$ cat src/rtl/mc_ctrl_if.sv
`default_nettype none
// ============================================================================
// Module : mc_ctrl_if
// Brief  : Control/status bundle between mc_ctrl and the multi-cycle datapath.
// Rev    : 1.0
// ============================================================================
interface mc_ctrl_if #(
   parameter int CNT_W = 32
) ();
   logic [5:0]       op;
   logic [5:0]       funct;
   logic             zero;
   logic             mem_ready;
   logic             pc_write;
   logic             ir_write;
   logic             iord;
   logic             mem_read;
   logic             mem_write;
   logic             reg_write;
   logic             regdst;
   logic             r31;
   logic             memtoreg;
   logic             alusrc;
   logic             extop;
   logic [2:0]       aluop;
   logic [1:0]       npc_sel;
   logic             trap;
   logic [2:0]       state;
   logic [CNT_W-1:0] retired;

   modport master (
      input  op, funct, zero, mem_ready,
      output pc_write, ir_write, iord, mem_read, mem_write, reg_write, regdst, r31,
             memtoreg, alusrc, extop, aluop, npc_sel, trap, state, retired
   );

   modport slave (
      output op, funct, zero, mem_ready,
      input  pc_write, ir_write, iord, mem_read, mem_write, reg_write, regdst, r31,
             memtoreg, alusrc, extop, aluop, npc_sel, trap, state, retired
   );
endinterface
`default_nettype wire

$ cat src/rtl/mc_ctrl.sv
`default_nettype none
// ============================================================================
// Module : mc_ctrl
// Brief  : Multi-cycle MIPS control sequencer (FETCH/DECODE/EXEC/MEM/WB/TRAP).
// Rev    : 1.0
// ============================================================================
module mc_ctrl #(
   parameter int CNT_W    = 32,
   parameter int WAIT_MAX = 16
) (
   input  logic      clock,
   input  logic      reset,
   mc_ctrl_if.master bus
);
   typedef enum logic [2:0] {
      S_FETCH  = 3'd0,
      S_DECODE = 3'd1,
      S_EXEC   = 3'd2,
      S_MEM    = 3'd3,
      S_WB     = 3'd4,
      S_TRAP   = 3'd7
   } state_e;

   localparam logic [5:0] OP_RTYPE = 6'b000000;
   localparam logic [5:0] OP_ADDIU = 6'b001001;
   localparam logic [5:0] OP_ORI   = 6'b001101;
   localparam logic [5:0] OP_LUI   = 6'b001111;
   localparam logic [5:0] OP_LW    = 6'b100011;
   localparam logic [5:0] OP_SW    = 6'b101011;
   localparam logic [5:0] OP_BEQ   = 6'b000100;
   localparam logic [5:0] OP_J     = 6'b000010;
   localparam logic [5:0] OP_JAL   = 6'b000011;

   localparam logic [5:0] FN_ADDU  = 6'b100001;
   localparam logic [5:0] FN_SUBU  = 6'b100011;
   localparam logic [5:0] FN_AND   = 6'b100100;
   localparam logic [5:0] FN_OR    = 6'b100101;
   localparam logic [5:0] FN_SLT   = 6'b101010;
   localparam logic [5:0] FN_JR    = 6'b001000;

   localparam logic [2:0] ALU_ADDU = 3'd0;
   localparam logic [2:0] ALU_SUBU = 3'd1;
   localparam logic [2:0] ALU_AND  = 3'd2;
   localparam logic [2:0] ALU_OR   = 3'd3;
   localparam logic [2:0] ALU_SLT  = 3'd4;
   localparam logic [2:0] ALU_LUI  = 3'd5;

   localparam int                WAIT_W     = (WAIT_MAX > 1) ? $clog2(WAIT_MAX) : 1;
   localparam bit                TIMEOUT_EN = (WAIT_MAX > 0);
   localparam logic [WAIT_W-1:0] WAIT_LAST  = WAIT_W'((WAIT_MAX > 0) ? WAIT_MAX - 1 : 0);
   localparam logic [WAIT_W-1:0] WAIT_ONE   = WAIT_W'(1);
   localparam logic [CNT_W-1:0]  CNT_ONE    = CNT_W'(1);

   state_e            state_q;
   logic [CNT_W-1:0]  retired_q;
   logic [WAIT_W-1:0] wait_q;

   logic       op_rtype, op_lw, op_sw, op_beq, op_j, op_jal, op_imm;
   logic       is_r_alu, is_jr, legal, timeout;
   logic [2:0] alu_fn;

   assign op_rtype = (bus.op == OP_RTYPE);
   assign op_lw    = (bus.op == OP_LW);
   assign op_sw    = (bus.op == OP_SW);
   assign op_beq   = (bus.op == OP_BEQ);
   assign op_j     = (bus.op == OP_J);
   assign op_jal   = (bus.op == OP_JAL);
   assign op_imm   = (bus.op == OP_ADDIU) || (bus.op == OP_ORI) || (bus.op == OP_LUI);
   assign legal    = is_r_alu || is_jr || op_imm || op_lw || op_sw || op_beq || op_j || op_jal;
   assign timeout  = TIMEOUT_EN && (wait_q == WAIT_LAST);

   always_comb begin
      is_r_alu = 1'b0;
      is_jr    = 1'b0;
      alu_fn   = ALU_ADDU;
      if (op_rtype) begin
         case (bus.funct)
            FN_ADDU: begin is_r_alu = 1'b1; alu_fn = ALU_ADDU; end
            FN_SUBU: begin is_r_alu = 1'b1; alu_fn = ALU_SUBU; end
            FN_AND:  begin is_r_alu = 1'b1; alu_fn = ALU_AND;  end
            FN_OR:   begin is_r_alu = 1'b1; alu_fn = ALU_OR;   end
            FN_SLT:  begin is_r_alu = 1'b1; alu_fn = ALU_SLT;  end
            FN_JR:   is_jr = 1'b1;
            default: ;
         endcase
      end
      case (bus.op)
         OP_ORI:  alu_fn = ALU_OR;
         OP_LUI:  alu_fn = ALU_LUI;
         OP_BEQ:  alu_fn = ALU_SUBU;
         default: ;
      endcase
   end

   // Wait counter is cleared every cycle unless a memory state stalls again.
   always_ff @(posedge clock) begin
      if (reset) begin
         state_q   <= S_FETCH;
         retired_q <= '0;
         wait_q    <= '0;
      end else begin
         wait_q <= '0;
         case (state_q)
            S_FETCH: begin
               if (bus.mem_ready)  state_q <= S_DECODE;
               else if (timeout)   state_q <= S_TRAP;
               else                wait_q  <= wait_q + WAIT_ONE;
            end
            S_DECODE: begin
               if (!legal) begin
                  state_q <= S_TRAP;
               end else if (op_j) begin
                  state_q   <= S_FETCH;
                  retired_q <= retired_q + CNT_ONE;
               end else if (op_jal) begin
                  state_q <= S_WB;
               end else begin
                  state_q <= S_EXEC;
               end
            end
            S_EXEC: begin
               if (op_lw || op_sw) begin
                  state_q <= S_MEM;
               end else if (op_beq || is_jr) begin
                  state_q   <= S_FETCH;
                  retired_q <= retired_q + CNT_ONE;
               end else begin
                  state_q <= S_WB;
               end
            end
            S_MEM: begin
               if (bus.mem_ready) begin
                  if (op_lw) begin
                     state_q <= S_WB;
                  end else begin
                     state_q   <= S_FETCH;
                     retired_q <= retired_q + CNT_ONE;
                  end
               end else if (timeout) begin
                  state_q <= S_TRAP;
               end else begin
                  wait_q <= wait_q + WAIT_ONE;
               end
            end
            S_WB: begin
               state_q   <= S_FETCH;
               retired_q <= retired_q + CNT_ONE;
            end
            default: state_q <= S_TRAP;
         endcase
      end
   end

   assign bus.state   = state_q;
   assign bus.retired = retired_q;

   always_comb begin
      bus.pc_write  = 1'b0;
      bus.ir_write  = 1'b0;
      bus.iord      = 1'b0;
      bus.mem_read  = 1'b0;
      bus.mem_write = 1'b0;
      bus.reg_write = 1'b0;
      bus.regdst    = 1'b0;
      bus.r31       = 1'b0;
      bus.memtoreg  = 1'b0;
      bus.alusrc    = 1'b0;
      bus.extop     = 1'b0;
      bus.aluop     = ALU_ADDU;
      bus.npc_sel   = 2'b00;
      bus.trap      = 1'b0;
      // ALU controls stay valid from EXEC through WB so no ALUOut latch is needed.
      if (state_q == S_EXEC || state_q == S_MEM || state_q == S_WB) begin
         bus.aluop  = alu_fn;
         bus.alusrc = op_imm || op_lw || op_sw;
         bus.extop  = (bus.op == OP_ADDIU) || op_lw || op_sw;
      end
      case (state_q)
         S_FETCH: begin
            bus.mem_read = 1'b1;
            bus.ir_write = bus.mem_ready;
            bus.pc_write = bus.mem_ready;
         end
         S_DECODE: begin
            if (op_j) begin
               bus.pc_write = 1'b1;
               bus.npc_sel  = 2'b10;
            end
         end
         S_EXEC: begin
            if (op_beq) begin
               bus.pc_write = bus.zero;
               bus.npc_sel  = 2'b01;
            end else if (is_jr) begin
               bus.pc_write = 1'b1;
               bus.npc_sel  = 2'b11;
            end
         end
         S_MEM: begin
            bus.iord      = 1'b1;
            bus.mem_read  = op_lw;
            bus.mem_write = op_sw;
         end
         S_WB: begin
            bus.reg_write = 1'b1;
            bus.regdst    = is_r_alu;
            bus.memtoreg  = op_lw;
            if (op_jal) begin
               bus.r31      = 1'b1;
               bus.pc_write = 1'b1;
               bus.npc_sel  = 2'b10;
            end
         end
         S_TRAP:  bus.trap = 1'b1;
         default: ;
      endcase
      if (reset) begin
         bus.pc_write  = 1'b0;
         bus.ir_write  = 1'b0;
         bus.mem_read  = 1'b0;
         bus.mem_write = 1'b0;
         bus.reg_write = 1'b0;
         bus.trap      = 1'b0;
      end
   end
endmodule
`default_nettype wire

$ cat src/flat_wrapper.sv
// flat-port wrapper written by rule: the top's interface ports become plain ports
module mc_ctrl_flat 
#(
   parameter int CNT_W    = 32,
   parameter int WAIT_MAX = 16
)
  (clock, reset, bus_op, bus_funct, bus_zero, bus_mem_ready, bus_pc_write, bus_ir_write, bus_iord, bus_mem_read, bus_mem_write, bus_reg_write, bus_regdst, bus_r31, bus_memtoreg, bus_alusrc, bus_extop, bus_aluop, bus_npc_sel, bus_trap, bus_state, bus_retired);
  mc_ctrl_if #(.CNT_W(CNT_W)) bus_i ();
  input  logic clock;
  input  logic reset;
  input wire logic [$bits(bus_i.op)-1:0] bus_op;
  input wire logic [$bits(bus_i.funct)-1:0] bus_funct;
  input wire logic [$bits(bus_i.zero)-1:0] bus_zero;
  input wire logic [$bits(bus_i.mem_ready)-1:0] bus_mem_ready;
  output wire logic [$bits(bus_i.pc_write)-1:0] bus_pc_write;
  output wire logic [$bits(bus_i.ir_write)-1:0] bus_ir_write;
  output wire logic [$bits(bus_i.iord)-1:0] bus_iord;
  output wire logic [$bits(bus_i.mem_read)-1:0] bus_mem_read;
  output wire logic [$bits(bus_i.mem_write)-1:0] bus_mem_write;
  output wire logic [$bits(bus_i.reg_write)-1:0] bus_reg_write;
  output wire logic [$bits(bus_i.regdst)-1:0] bus_regdst;
  output wire logic [$bits(bus_i.r31)-1:0] bus_r31;
  output wire logic [$bits(bus_i.memtoreg)-1:0] bus_memtoreg;
  output wire logic [$bits(bus_i.alusrc)-1:0] bus_alusrc;
  output wire logic [$bits(bus_i.extop)-1:0] bus_extop;
  output wire logic [$bits(bus_i.aluop)-1:0] bus_aluop;
  output wire logic [$bits(bus_i.npc_sel)-1:0] bus_npc_sel;
  output wire logic [$bits(bus_i.trap)-1:0] bus_trap;
  output wire logic [$bits(bus_i.state)-1:0] bus_state;
  output wire logic [$bits(bus_i.retired)-1:0] bus_retired;
  assign bus_i.op = bus_op;
  assign bus_i.funct = bus_funct;
  assign bus_i.zero = bus_zero;
  assign bus_i.mem_ready = bus_mem_ready;
  assign bus_pc_write = bus_i.pc_write;
  assign bus_ir_write = bus_i.ir_write;
  assign bus_iord = bus_i.iord;
  assign bus_mem_read = bus_i.mem_read;
  assign bus_mem_write = bus_i.mem_write;
  assign bus_reg_write = bus_i.reg_write;
  assign bus_regdst = bus_i.regdst;
  assign bus_r31 = bus_i.r31;
  assign bus_memtoreg = bus_i.memtoreg;
  assign bus_alusrc = bus_i.alusrc;
  assign bus_extop = bus_i.extop;
  assign bus_aluop = bus_i.aluop;
  assign bus_npc_sel = bus_i.npc_sel;
  assign bus_trap = bus_i.trap;
  assign bus_state = bus_i.state;
  assign bus_retired = bus_i.retired;
  mc_ctrl #(.CNT_W(CNT_W), .WAIT_MAX(WAIT_MAX)) u_core (.clock(clock), .reset(reset), .bus(bus_i));
endmodule
$ cat config.mk
export PLATFORM = sky130hd
export DESIGN_NAME = mc_ctrl_flat
export DESIGN_NICKNAME = d
export VERILOG_FILES = /design/src/rtl/mc_ctrl_if.sv /design/src/rtl/mc_ctrl.sv /design/src/flat_wrapper.sv
export SDC_FILE = /design/constraint.sdc
export NUM_CORES = 1
export LEC_CHECK = 0
export ABC_AREA = 1
export ABC_CLOCK_PERIOD_IN_PS = 3750
export CORE_MARGIN = 10
export CORE_UTILIZATION = 35
export CTS_BUF_LIST = sky130_fd_sc_hd__clkbuf_4
export CTS_CLUSTER_SIZE = 12
export DETAILED_ROUTE_END_ITERATION = 7
export GPL_TIMING_DRIVEN = 0
export PLACE_DENSITY = 0.59
export RECOVER_POWER = 25
export SYNTH_ARGS = -nofsm -noshare
export SYNTH_HDL_FRONTEND = slang
export SYNTH_SLANG_ARGS = --single-unit
$ cat constraint.sdc
create_clock -name clock -period 3.75 [get_ports clock]
set_input_delay 0.9375 -clock clock [delete_from_list [all_inputs] [get_ports clock]]
set_output_delay 0.9375 -clock clock [all_outputs]
set_load 0.02 [all_outputs]
; ---- After elaboration in Yosys (flattened, before gate mapping)
; Index checks and enable logic that the tools add are counted.
[word_totals]
ff_bits = 39
input_bits = 16
output_inout_bits = 52
word_cells = 108
[classes]
n_addsub = 2
n_eq_ne = 26
n_mux = 52
bitwise_logic = 1
n_reduce_logical = 24
[op_table]
columns = operator, count
row1 = $mux 32, 6
row2 = $pmux 32 s4, 1
row3 = $eq 6x6->1 const B, 7
row4 = $mux 3, 11
row5 = $add 32x1->32 const B, 1
row6 = $eq 6x4->1 const B, 4
row7 = $mux 1, 24
row8 = $logic_or 1x1->1, 17
row9 = $pmux 3 s5, 1
row10 = $eq 6x2->1 const B, 2
row11 = $pmux 3 s4, 1
row12 = $pmux 3 s3, 1
row13 = $mux 2, 4
row14 = $reduce_and 7->1, 1
row15 = $eq 3x2->1 const B, 2
row16 = $eq 3x3->1 const B, 2
row17 = $eq 6x3->1 const B, 1
row18 = $logic_not 6->1, 1
row19 = $ne 2x1->1 const B, 3
row20 = $ne 2x2->1 const B, 3
row21 = $pmux 2 s3, 1
row22 = $reduce_or 5->1, 1
row23 = $add 4x1->4 const B, 1
row24 = $eq 4x4->1 const B, 1
row25 = 8 further kinds, 8

; ---- Longest topological paths before layout
[logic_depth]
ltp_word = 13
ltp_mapped = 11

; ---- Worst setup path after synthesis
; No wires, ideal clock.
[synth_path]
kind = input-to-output
from = in bus_op[4]
to = out bus_pc_write
t_arrival_ns = 2.351
setup_slack_ns = 0.462
cell_stages = 7
path_buffers = 0
cell_sequence = nor2_2 > nand2_2 > nor2_4 > nand3_2 > a21boi_1 > o21ai_1 > a21oi_1
[synth_between]
elab_chain_cells = 6
[synth_rtl]
columns = element, line_no
row1 = "start, declared", flat_wrapper.sv:11  ; input wire logic [$bits(bus_i.op)-1:0] bus_op;
row2 = $logic_not 6->1, mc_ctrl.sv:62  ; assign op_rtype = (bus.op == OP_RTYPE);
row3 = $mux 1, mc_ctrl.sv:76  ; if (op_rtype) begin
row4 = $mux 1, mc_ctrl.sv:194  ; end else if (is_jr) begin
row5 = $mux 1, mc_ctrl.sv:191  ; if (op_beq) begin
row6 = $pmux 1 s4 (*), mc_ctrl.sv:178  ; case (state_q)
row7 = $mux 1 (*), mc_ctrl.sv:217  ; if (reset) begin
row8 = "end, declared", flat_wrapper.sv:15  ; output wire logic [$bits(bus_i.pc_write)-1:0] bus_pc_write;
; Mark *: on every way between the ends. The rest lies on a longest branch, timed or not.

; ---- Worst setup path in the final report
[layout_path]
from = in bus_op[4]
to = out bus_aluop[1]
[layout_between]
elab_chain_cells = 4
[layout_rtl]
columns = element, line_no
row1 = $logic_not 6->1, mc_ctrl.sv:62
row2 = $mux 3, mc_ctrl.sv:76
row3 = $pmux 3 s3 (*), mc_ctrl.sv:87  ; case (bus.op)
row4 = $mux 3 (*), mc_ctrl.sv:173  ; if (state_q == S_EXEC || state_q == S_MEM || state_q == S_WB) begin
row5 = "end, declared", flat_wrapper.sv:26  ; output wire logic [$bits(bus_i.aluop)-1:0] bus_aluop;
; Marks and branches as above.

==> flow_summary.ini <==
[setup_path]
cp.required_ns = 2.81
worstPathMaxFanout = 5
end_kind = primary output
r2r_setup_slack_ns = 1.58
r2r_cells = 7
arrival_ns = 2.69
start_kind = primary input
crit_type = in -> out

[floorplan]
die-area_um2 = 13900
pin_count = 68
fp.dieW_um = 118
core_um2 = 9280
die_height_um = 118
initial_utilization = 0.361
core.rowCount = 35

[routing]
first_pass_iters = 4
wl_mm = 10.2
drc_errors = 0
vias = 3482
antenna_left = 0
viasPerCell = 4.85
wl_per_cell_um = 14.2
drtIter0Drc = 216

[placement]
place_ws_ns = -0.321
port_buffers = 66
dp_hpwl_mm = 8.23
place_congestion = 0.903

[sta]
drv_slew = 0
post-route-period-util = 0.968
fin_skew_ns = 0.0110
fmax_mhz = 275
setup-violations-final = 0
max_slew_margin = 0.435
finalWorstSetupSlack_ns = 0.120
period_minus_slack_ns = 3.63
hold_viol = 0
rsz0062_at_grt = false
tightest_slew_ns = 0.848

[synthesis]
syn_inst = 514
syn-cell-area_um2 = 3350
synth.avg_cell_area_um2 = 6.52
seq_area_frac_synth = 0.233
yosysWarnings = 0
ys_ff_latch = 39
synth_cell_types = 35
synth_nets = 532

[layout]
nFillCells = 1003
final_util = 0.462
drive_above_1_share = 0.214
areaGrowthSynthToFinish_pct = 28.1
final_cell_mix = 137 x nand2_1, 72 x nor2_1, 46 x inv_1
nNetsFinal = 605
mostFrequentLayoutCell = nand2_1

[cts]
clk_latency_ns = 0.36
cts_tree = built
clock_sinks = 39
cts_made_buffers = 5
cts_buffer_depth = 2
post_cts_resized = 8
clock-root-buffer = clkbuf_4
post_cts_buffers = 0
hold_buffers = 0
cts_max_level = 2
path_clk_slew_ns = 0.12

[global_routing]
first_global_vias = 3360
grt_pass1_wl_mm = 16.9
antenna_found_initial = 1
grt_max_degree = 13
grt_use_total = 0.144
overflow = 0

[status]
outcome = finished clean

[hold_path]
hold_class = reg -> reg
whs_path_depth = 1

[power]
power_leakage_nw = 1.56
ir_worst_vdd_uv = 302
power_per_cell_area_nw_per_um2 = 474

[job]
maxCapViolCount = 0
==> final timing paths <==
check,endpoint,from
hold / removal,u_core.wait_q[0],u_core.wait_q[0]
setup / recovery,bus_aluop[1],bus_op[4]
hold reg to reg,u_core.wait_q[0],u_core.wait_q[0]
setup reg to reg,u_core.bus.retired[24],u_core.bus.state[2]
==> worst max-delay path, cell delays in order <==
cell,delay (ns)
clkdlybuf4s50_1,0.43
nor2_2,0.19
nand2_2,0.14
nor2_4,0.16
nand2_1,0.07
a21oi_1,0.12
clkdlybuf4s50_1,0.63
==> cell type report <==
class / count / area (µm²) / share of cell area
multi-input cells: 408 / 2250 / 0.524
flip-flops and latches: 39 / 781 / 0.182
repair buffers: 66 / 666 / 0.155
inverters: 50 / 190 / 0.0443
well taps: 129 / 161 / 0.0376
plain buffers: 17 / 135 / 0.0315
clock inverters: 2 / 60.1 / 0.0140
clock buffers: 6 / 45.0 / 0.0105
diodes: 1 / 2.50 / 0.000583
==> registers in the layout, indices dropped and copies added, names as in the netlist <==
name,count
u_core.bus.retired,32
u_core.bus.state,3
u_core.wait_q,4
==> cell families (layout without fill, tap and decap cells) <==
family,count (synthesis),count (layout),synth area share
AND/OR/NAND/NOR,346,346,0.526
buffers and inverters,67,141,0.0994
AO/OA/AOI/OAI,48,48,0.102
flip-flops,39,39,0.233
XOR/XNOR,12,12,0.0314
adder cells (fa/ha/maj),2,2,0.00747
other,0,1,0
==> layer usage <==
layer	wire length, µm	track usage
met1	4870	0.188
met3	566	0.0259
met5	0	0
met2	4560	0.233
met4	186	0.0464
==> report_power, final <==
group	internal [W]	switching, W
clock	0.000215	0.000155
combinational	0.000420	0.000750
sequential	0.000440	0.0000511
==> through the flow <==
| stage | instance area, µm² | setup TNS, ns | instances | power [W] | hold WS, ns |
|---|---|---|---|---|---|
| 2_1_floorplan | 3350 | 0 | 514 | 0.00139 | 0.418 |
| 3_3_place_gp | 4170 | -0.555 | 709 | 0.00168 | 0.429 |
| 3_5_place_dp | 4170 | -0.618 | 709 | 0.00169 | 0.449 |
| 4_1_cts | 4280 | 0 | 717 | 0.00207 | 0.473 |
| 5_1_grt | 4290 | 0 | 718 | 0.00216 | 0.502 |
| 6_report | 4290 | 0 | 718 | 0.00203 | 0.471 |
==> Yosys cell counts, drive strengths merged <==
cell / count / area [µm²]
nand2: 173 / 772
nor2: 84 / 368
nand3: 59 / 428
inv: 50 / 190
dfxtp: 39 / 781
a21oi: 38 / 277
nand4: 19 / 119
buf: 13 / 128
xor2: 10 / 87.6
nor3: 9 / 61.3
o21ai: 6 / 33.8
clkbuf: 4 / 15.0
a41oi: 2 / 17.5
ha: 2 / 25.0
nand3b: 2 / 15.0
xnor2: 2 / 17.5
a211oi: 1 / 7.51
a21boi: 1 / 7.51
No activity file was read; power rests on OpenSTA's default activity.
